===== src/rtl/fifo_ptr_pkg.sv =====
// Pointer helpers shared by the packet FIFOs. Each pointer carries one extra
// wrap bit above the RAM address so that full and empty can be told apart.
package fifo_ptr_pkg;

  // Width of one stored beat: {tlast, tdata, tuser}.
  function automatic int axis_data_width(input int axis_bytes, input int axis_user_bits);
    return 8 * axis_bytes + axis_user_bits + 1;
  endfunction

  // Full: the address bits match and the wrap bits differ. Only the low w bits
  // of each argument are meaningful.
  function automatic logic ptr_full(input logic [31:0] a, input logic [31:0] b, input int w);
    logic [31:0] diff;
    logic [31:0] msb;
    diff = a ^ b;
    msb  = 32'd1 << (w - 1);
    return ((diff & (msb - 32'd1)) == 32'd0) && ((diff & msb) != 32'd0);
  endfunction

  // Empty: all w bits are equal, including the wrap bit.
  function automatic logic ptr_empty(input logic [31:0] a, input logic [31:0] b, input int w);
    logic [31:0] diff;
    logic [31:0] msb;
    diff = a ^ b;
    msb  = 32'd1 << (w - 1);
    return (diff & ((msb << 1) - 32'd1)) == 32'd0;
  endfunction

endpackage


===== src/rtl/simple_dual_port_two_clocks.sv =====
// Simple dual-port RAM: one write port, one read port with a registered read.
// The read register holds its value while i_enb is low.
module simple_dual_port_two_clocks #(
  parameter int ADDR_WIDTH = 8,
  parameter int DATA_WIDTH = 10
) (
  input  logic                  i_clka,
  input  logic                  i_wea,
  input  logic [ADDR_WIDTH-1:0] i_addra,
  input  logic [DATA_WIDTH-1:0] i_dia,
  input  logic                  i_clkb,
  input  logic                  i_enb,
  input  logic [ADDR_WIDTH-1:0] i_addrb,
  output logic [DATA_WIDTH-1:0] o_dob
);

  logic [DATA_WIDTH-1:0] r_mem [0:(1 << ADDR_WIDTH)-1];
  logic [DATA_WIDTH-1:0] r_dob;

  // Write port.
  always_ff @(posedge i_clka) begin
    if (i_wea) r_mem[i_addra] <= i_dia;
  end

  // Registered read port.
  always_ff @(posedge i_clkb) begin
    if (i_enb) r_dob <= r_mem[i_addrb];
  end

  assign o_dob = r_dob;

endmodule


===== src/rtl/axis_packet_fifo_replay.sv =====
// Store-and-forward AXIS packet FIFO with commit/rewind on both sides.
// The writer may abandon a partial packet (axis_i_drop); the reader may rewind
// to the start of the packet it is reading (axis_o_drop) and get it again.
// RAM space is released only when the reader accepts tlast without drop.
module axis_packet_fifo_replay
  import fifo_ptr_pkg::*;
#(
  parameter int AXIS_BYTES     = 1,
  parameter int AXIS_USER_BITS = 1,
  parameter int LOG2_DEPTH     = 8
) (
  input  logic                      i_clk,
  input  logic                      i_sresetn,
  input  logic                      axis_i_tvalid,
  output logic                      axis_i_tready,
  input  logic [8*AXIS_BYTES-1:0]   axis_i_tdata,
  input  logic [AXIS_USER_BITS-1:0] axis_i_tuser,
  input  logic                      axis_i_tlast,
  input  logic                      axis_i_drop,
  output logic                      axis_o_tvalid,
  input  logic                      axis_o_tready,
  output logic [8*AXIS_BYTES-1:0]   axis_o_tdata,
  output logic [AXIS_USER_BITS-1:0] axis_o_tuser,
  output logic                      axis_o_tlast,
  input  logic                      axis_o_drop
);

  localparam int DATA_WIDTH = axis_data_width(AXIS_BYTES, AXIS_USER_BITS);
  localparam int PW         = LOG2_DEPTH + 1;
  localparam logic [PW-1:0] PTR_ONE = PW'(1);

  logic [PW-1:0] r_wrptr;
  logic [PW-1:0] r_committed_wrptr;
  logic [PW-1:0] r_rdptr;
  logic [PW-1:0] r_committed_rdptr;
  logic          r_o_tvalid;

  logic                  w_full;
  logic                  w_available;
  logic                  w_wr_hs;
  logic                  w_rd_hs;
  logic                  w_replay;
  logic                  w_read_from_ram;
  logic [DATA_WIDTH-1:0] w_dia;
  logic [DATA_WIDTH-1:0] w_dob;

  // Full is judged against the committed read pointer: a packet being read
  // still owns its space until it is accepted without a rewind.
  assign w_full        = ptr_full(32'(r_wrptr), 32'(r_committed_rdptr), PW);
  assign axis_i_tready = !w_full;
  assign w_wr_hs       = axis_i_tvalid && !w_full;

  // Only committed packets are readable.
  assign w_available     = !ptr_empty(32'(r_rdptr), 32'(r_committed_wrptr), PW);
  assign w_rd_hs         = r_o_tvalid && axis_o_tready;
  assign w_replay        = w_rd_hs && axis_o_drop;
  assign w_read_from_ram = w_available && (!r_o_tvalid || axis_o_tready) && !w_replay;

  assign w_dia = {axis_i_tlast, axis_i_tdata, axis_i_tuser};

  simple_dual_port_two_clocks #(
    .ADDR_WIDTH (LOG2_DEPTH),
    .DATA_WIDTH (DATA_WIDTH)
  ) u_ram (
    .i_clka  (i_clk),
    .i_wea   (w_wr_hs),
    .i_addra (r_wrptr[LOG2_DEPTH-1:0]),
    .i_dia   (w_dia),
    .i_clkb  (i_clk),
    .i_enb   (w_read_from_ram),
    .i_addrb (r_rdptr[LOG2_DEPTH-1:0]),
    .o_dob   (w_dob)
  );

  // The RAM read register is the output data register; r_o_tvalid qualifies it.
  assign axis_o_tvalid = r_o_tvalid;
  assign axis_o_tlast  = w_dob[DATA_WIDTH-1];
  assign axis_o_tdata  = w_dob[DATA_WIDTH-2 -: 8*AXIS_BYTES];
  assign axis_o_tuser  = w_dob[AXIS_USER_BITS-1:0];

  // Write side: advance on each beat, commit on tlast, rewind on drop.
  always_ff @(posedge i_clk) begin
    if (!i_sresetn) begin
      r_wrptr           <= '0;
      r_committed_wrptr <= '0;
    end else if (w_wr_hs) begin
      if (axis_i_drop) begin
        r_wrptr <= r_committed_wrptr;
      end else begin
        r_wrptr <= r_wrptr + PTR_ONE;
        if (axis_i_tlast) r_committed_wrptr <= r_wrptr + PTR_ONE;
      end
    end
  end

  // Read side: prefetch into the output register, rewind on replay, and free
  // space once tlast is accepted. While a beat is presented r_rdptr already
  // points past it, so r_rdptr is exactly the post-tlast commit point.
  always_ff @(posedge i_clk) begin
    if (!i_sresetn) begin
      r_rdptr           <= '0;
      r_committed_rdptr <= '0;
      r_o_tvalid        <= 1'b0;
    end else begin
      if (w_replay) begin
        r_rdptr    <= r_committed_rdptr;
        r_o_tvalid <= 1'b0;
      end else if (w_read_from_ram) begin
        r_rdptr    <= r_rdptr + PTR_ONE;
        r_o_tvalid <= 1'b1;
      end else if (w_rd_hs) begin
        r_o_tvalid <= 1'b0;
      end
      if (w_rd_hs && axis_o_tlast && !axis_o_drop) r_committed_rdptr <= r_rdptr;
    end
  end

endmodule


===== config.mk =====
export PLATFORM = sky130hd
export DESIGN_NAME = axis_packet_fifo_replay
export DESIGN_NICKNAME = d
export VERILOG_FILES = /design/src/rtl/fifo_ptr_pkg.sv /design/src/rtl/simple_dual_port_two_clocks.sv /design/src/rtl/axis_packet_fifo_replay.sv
export SDC_FILE = /design/constraint.sdc
export NUM_CORES = 2
export LEC_CHECK = 0
export BUFFER_PORTS_ARGS = -buffer_cell sky130_fd_sc_hd__buf_2
export CAP_MARGIN = 30
export CORE_MARGIN = 2
export CORE_UTILIZATION = 60
export DETAILED_ROUTE_END_ITERATION = 6
export PLACE_DENSITY = 0.76
export SETUP_SLACK_MARGIN = 0.15
export SLEW_MARGIN = 20
export SYNTH_ARGS = -nofsm -noshare
export SYNTH_HDL_FRONTEND = slang
export SYNTH_SLANG_ARGS = --single-unit

===== constraint.sdc =====
create_clock -name i_clk -period 5.4 [get_ports i_clk]
set_input_delay 1.08 -clock i_clk [delete_from_list [all_inputs] [get_ports i_clk]]
set_output_delay 1.08 -clock i_clk [all_outputs]
set_load 0.01 [all_outputs]

* After elaboration in Yosys (flattened, before gate mapping)
Memory sizes are Yosys's and may differ from the RTL's. A register that Yosys moved wholly into a read port is not among the register bits.
Index checks and enable logic that the tools add are counted.
** Word-level totals
- Register bits :: 37
- Bits in latches :: 0
- RAM bits :: 2560
- Bits in read-only memories :: 0
- Output and inout port bits :: 12
- Word-level logic and storage cells :: 39
- Memories :: 1
** Memories
- u_ram.r_mem :: words 256, bits a word 10, rd ports 1, clocked after memory_dff 1, write ports 1, line simple_dual_port_two_clocks.sv:17 : logic [DATA_WIDTH-1:0] r_mem [0:(1 << ADDR_WIDTH)-1];
** Cells by class
- Add/sub/neg operators :: 2
- Multipliers :: 0
- Div/mod/pow operators :: 0
- Magnitude comparators :: 0
- Equality and inequality tests :: 0
- Shift-type cells :: 0
- Mux-type cells :: 7
- Bitwise operators :: 4
- Reductions and logical operators :: 20
** Operators with widths (count)
- 32-bit zero test :: 2
- 9-bit two-way mux :: 3
- 9-bit by 1-bit adder with 9-bit output, second input constant :: 2
- 9-bit XOR :: 2
- 1-bit logical AND :: 8
- 1-bit zero test :: 5
- 1-bit two-way mux :: 4
- 2-bit nonzero test :: 2
- 3-bit AND reduction :: 1
- 1-bit inverter :: 2
- 2-bit OR reduction :: 1
- 1-bit logical OR :: 1

* Depth between registers and ports, before layout
- Depth after elaboration :: 7
- Depth in mapped cells :: 13

* Cells and area by module
From an unflattened synthesis, not the netlist that was laid out.
** Second synthesis, totals
- Cell total of the unflattened synthesis :: 4887
- Area total of the unflattened synthesis :: 101484.8 µm²
** Modules (own cells, without submodules)
- simple_dual_port_two_clocks :: instances 1, cells each 4642, area each 99354.0 µm², sequential area each 77174.0 µm²
- axis_packet_fifo_replay :: instances 1, cells each 245, area each 2130.8 µm², sequential area each 740.7 µm²

* Least setup slack after synthesis
Ideal clock, no wire load.
- Path type :: input to register
- Start point :: in axis_i_tvalid
- End point :: mem u_ram.r_mem[104][0], enable pin
- Library setup time :: 0.376 ns
- Data arrival time :: 2.543 ns
- Slack :: 2.481 ns
- Stages on the path :: 6
- Path through :: and2_1 > buf_2 > nor3b_1 > nand2_1 > buf_2 > nor2_1
** On the way
- Longest elaborated chain between the ends :: 3
** RTL lines
- start, declared :: line axis_packet_fifo_replay.sv:14 : input logic axis_i_tvalid,
- 1-bit logical AND :: line axis_packet_fifo_replay.sv:51 : assign w_wr_hs = axis_i_tvalid && !w_full;
- 1-bit two-way mux :: line simple_dual_port_two_clocks.sv:22 : if (i_wea) r_mem[i_addra] <= i_dia;
- 1-bit two-way mux (implied by the code) :: line simple_dual_port_two_clocks.sv:22
- end, declared :: line simple_dual_port_two_clocks.sv:17
Every way passes these cells.

* Worst setup path after layout
- Start point :: reg r_rdptr[1]
- End point :: reg u_ram.r_dob[6] (netlist: u_ram.o_dob[6]), read port of u_ram.r_mem (data pin)
** On the way
- Longest elaborated chain between the ends :: 5
** RTL lines
- start, declared :: line axis_packet_fifo_replay.sv:34 : logic [PW-1:0] r_rdptr;
- start signal, assigned :: line axis_packet_fifo_replay.sv:106 : r_rdptr <= r_committed_rdptr;
- start signal, assigned :: line axis_packet_fifo_replay.sv:109 : r_rdptr <= r_rdptr + PTR_ONE;
- 9-bit XOR :: line fifo_ptr_pkg.sv:24 : diff = a ^ b;
- 32-bit zero test :: line fifo_ptr_pkg.sv:26 : return (diff & ((msb << 1) - 32'd1)) == 32'd0;
- 1-bit zero test :: line axis_packet_fifo_replay.sv:54 : assign w_available = !ptr_empty(32'(r_rdptr), 32'(r_committed_wrptr), PW);
- 1-bit logical AND (2 in a row) :: line axis_packet_fifo_replay.sv:57 : assign w_read_from_ram = w_available && (!r_o_tvalid || axis_o_tready) && !w_replay;
- end, declared :: line simple_dual_port_two_clocks.sv:18 : logic [DATA_WIDTH-1:0] r_dob;
Parallel ways exist; a longest one is shown, timed or not.
A chain may end at the register's enable or synchronous reset.

==> out/results.ini <==
[setup_path]
worstPathRequired_ps = 6060
setup.worst_path.start_class = flop
worstPathArrival_ps = 5050
setup.worst_path.end_class = flop
critPathKind = flop to flop
worst-path-max-fanout = 38

[clock_tree]
clockBufferDepth = 4
cts_tree = built
cts_hold_buf = 0
cts.sinks = 2607
htree_levels = 5
clk_latency_ps = 950
cts_buffers = 275
clk_pin_slew_ps = 60
post_cts_resize_count = 0
root_buffer = clkbuf_16
post-cts-setup-buffers = 0

[yosys]
avgSynthCellArea_um2 = 20.9
synth_cell_types = 79
synthTopCellsByCount = edfxtp_1, mux4_2, nor2_1, mux2i_1, a21oi_1
syn_inst = 4857
yosys-top-cells-area = edfxtp_1, mux4_2, mux2i_1, nor2_1, dfxtp_1
yosysWarnings = 0
synth_flop_cell = edfxtp_1
synth_top_area_frac = 0.759
synthArstFlopShare = 0
yosysSeqAreaShare = 0.767
synth_nets = 4878
synth_edf_count = 2570
synth_area_um2 = 102000
synth.most_common_cell = edfxtp_1
synth_largest_area_cell = edfxtp_1
ys_seq_elements = 2607

[global_routing]
grt_max_degree = 173
grt_pass1_vias = 51731
grt_pass1_wl_um = 384000
grt_usage = 0.316
grt_overflow = 0
antenna_found_initial = 10

[sta]
fin_ws_ps = 1010
period_minus_slack_ps = 4390
timing.final.max_slew_violations = 0
setup_violations = 0
tightestPinTransition_ps = 1140
hold_viol = 0
finalSetupTns_ps = 0
fin_skew_ps = 62.9
grt_setup_unrepaired = no
relSlewSlack = 0.236
fmax_mhz = 228
min_period_over_period = 0.813

[drt]
routedWlPerCell_um = 35.9
drc_errors = 0
vias = 53712
routed_via_density = 7.07
wl_um = 273000
postRouteAntennaNets = 0
drt-initial-drc-count = 9106
firstDrtPassIters = 6

[worst_hold_path]
min_path_type = flop to flop

[die]
io_pins = 28
coreArea_um2 = 169000
die_height_um = 416
die-area_um2 = 173000
start_util = 0.602
num_rows = 151
die_x_um = 416

[power_and_ir_drop]
p_switching_uw = 13500
combPwrFrac = 0.203
p_int_uw = 36900
pwr-share-clk = 0.349
power_density_nw_per_um2 = 443
cellLeakagePower_uw = 0.0352
ir_drop_v = 0.000406
total_power_uw = 50500
seq_power_share = 0.448
swShare = 0.268

[run_status]
outcome = completed

[finish]
drive_gt1_frac = 0.248
area_growth_pct = 12.1
layout.nets = 5209

[place]
place.port_buffers = 27
routabilityCongestion = 0.938
place_ws_ps = 1120
dp_hpwl_um = 163000

[job]
drv_cap = 0

==> sequential cells by signal, summed over array words and instances, names as in the netlist <==
signal             flops
axis_o_tvalid          1
u_ram.r_mem         2560
r_committed_rdptr      9
r_rdptr                9
u_ram.o_dob           10
r_committed_wrptr      9
r_wrptr                9
==> cells in the final DEF, fill, tap and decap left out, types with 32 or more instances in the layout <==
cell,synthesis,layout
a21oi_1,120,120
a221oi_1,52,52
a22oi_1,95,95
buf_12,20,32
buf_4,21,284
clkbuf_1,90,60
clkbuf_16,0,283
clkinv_1,1,63
clkinv_2,0,35
edfxtp_1,2570,2570
mux2i_1,222,222
mux4_2,567,567
nand2_1,119,119
nand3_1,38,34
nor2_1,326,303
o21ai_0,48,48
==> cell type report <==
type / count / area [µm²]
sequential: 2607 / 77900
multi-input combinational: 1941 / 21800
clock inverter: 118 / 886
antenna: 5 / 12.5
tap: 2218 / 2780
inverter: 8 / 31.3
clock buffer: 344 / 7320
timing repair buffer: 355 / 3160
fill: 10158 / 54800
==> cells by family (layout without fill, tap and decap cells) <==
logic type / Yosys count / in the layout / share of synthesized area
flip-flops: 2607 / 2607 / 0.767
multiplexers: 796 / 796 / 0.148
AND/OR/NAND/NOR: 590 / 590 / 0.0250
AO/OA/AOI/OAI: 519 / 519 / 0.0363
buffers and inverters: 309 / 825 / 0.0202
XOR/XNOR: 31 / 31 / 0.00267
adder cells (fa/ha/maj): 5 / 5 / 0.000616
other: 0 / 5 / 0
==> per-stage QoR <==
step           instance area, µm²  instances  hold slack (ps)  utilization
4_1_cts                    113000       7475              472        0.670
3_3_place_gp               104000       6977              476        0.619
2_1_floorplan              102000       4857              458            -
5_1_grt                    114000       7591              500        0.675
3_5_place_dp               105000       7013              484        0.621
6_report                   114000       7596              494        0.675
==> critical path, stage by stage, from the launching register on <==
cell	delay, ps
dfxtp_4	810
buf_4	600
buf_4	610
mux4_2	400
a221oi_1	510
a211oi_1	170
a311oi_1	580
o22ai_1	200
a31o_1	220
==> power by group through the flow <==
stage | clock [µW] | sequential, µW | combinational (µW)
final | 17600 | 22600 | 10200
after global routing | 18400 | 22600 | 10600
after CTS | 17700 | 22600 | 10200
after detailed placement | 0 | 23100 | 10100
after global placement | 0 | 23100 | 9900
after floorplan | 0 | 22800 | 7110
==> metal layers <==
layer	routed length [µm]	GRT usage	vias up
met5	68	0	-
met4	15100	0.151	12
met3	34900	0.0813	761
met2	126000	0.475	4327
met1	96800	0.440	27723
li1	-	-	20889
==> final timing paths <==
check / from / endpoint / slack [ps] / cells past startpoint
worst max register to register: r_rdptr[1] / u_ram.o_dob[6] / 1010 / 8
worst max-delay path: r_rdptr[1] / u_ram.o_dob[6] / 1010 / 8
worst min-delay path: r_committed_rdptr[4] / r_committed_rdptr[4] / 490 / 2
worst min register to register: r_committed_rdptr[4] / r_committed_rdptr[4] / 490 / 2
Power figures use the tool's default switching activity.
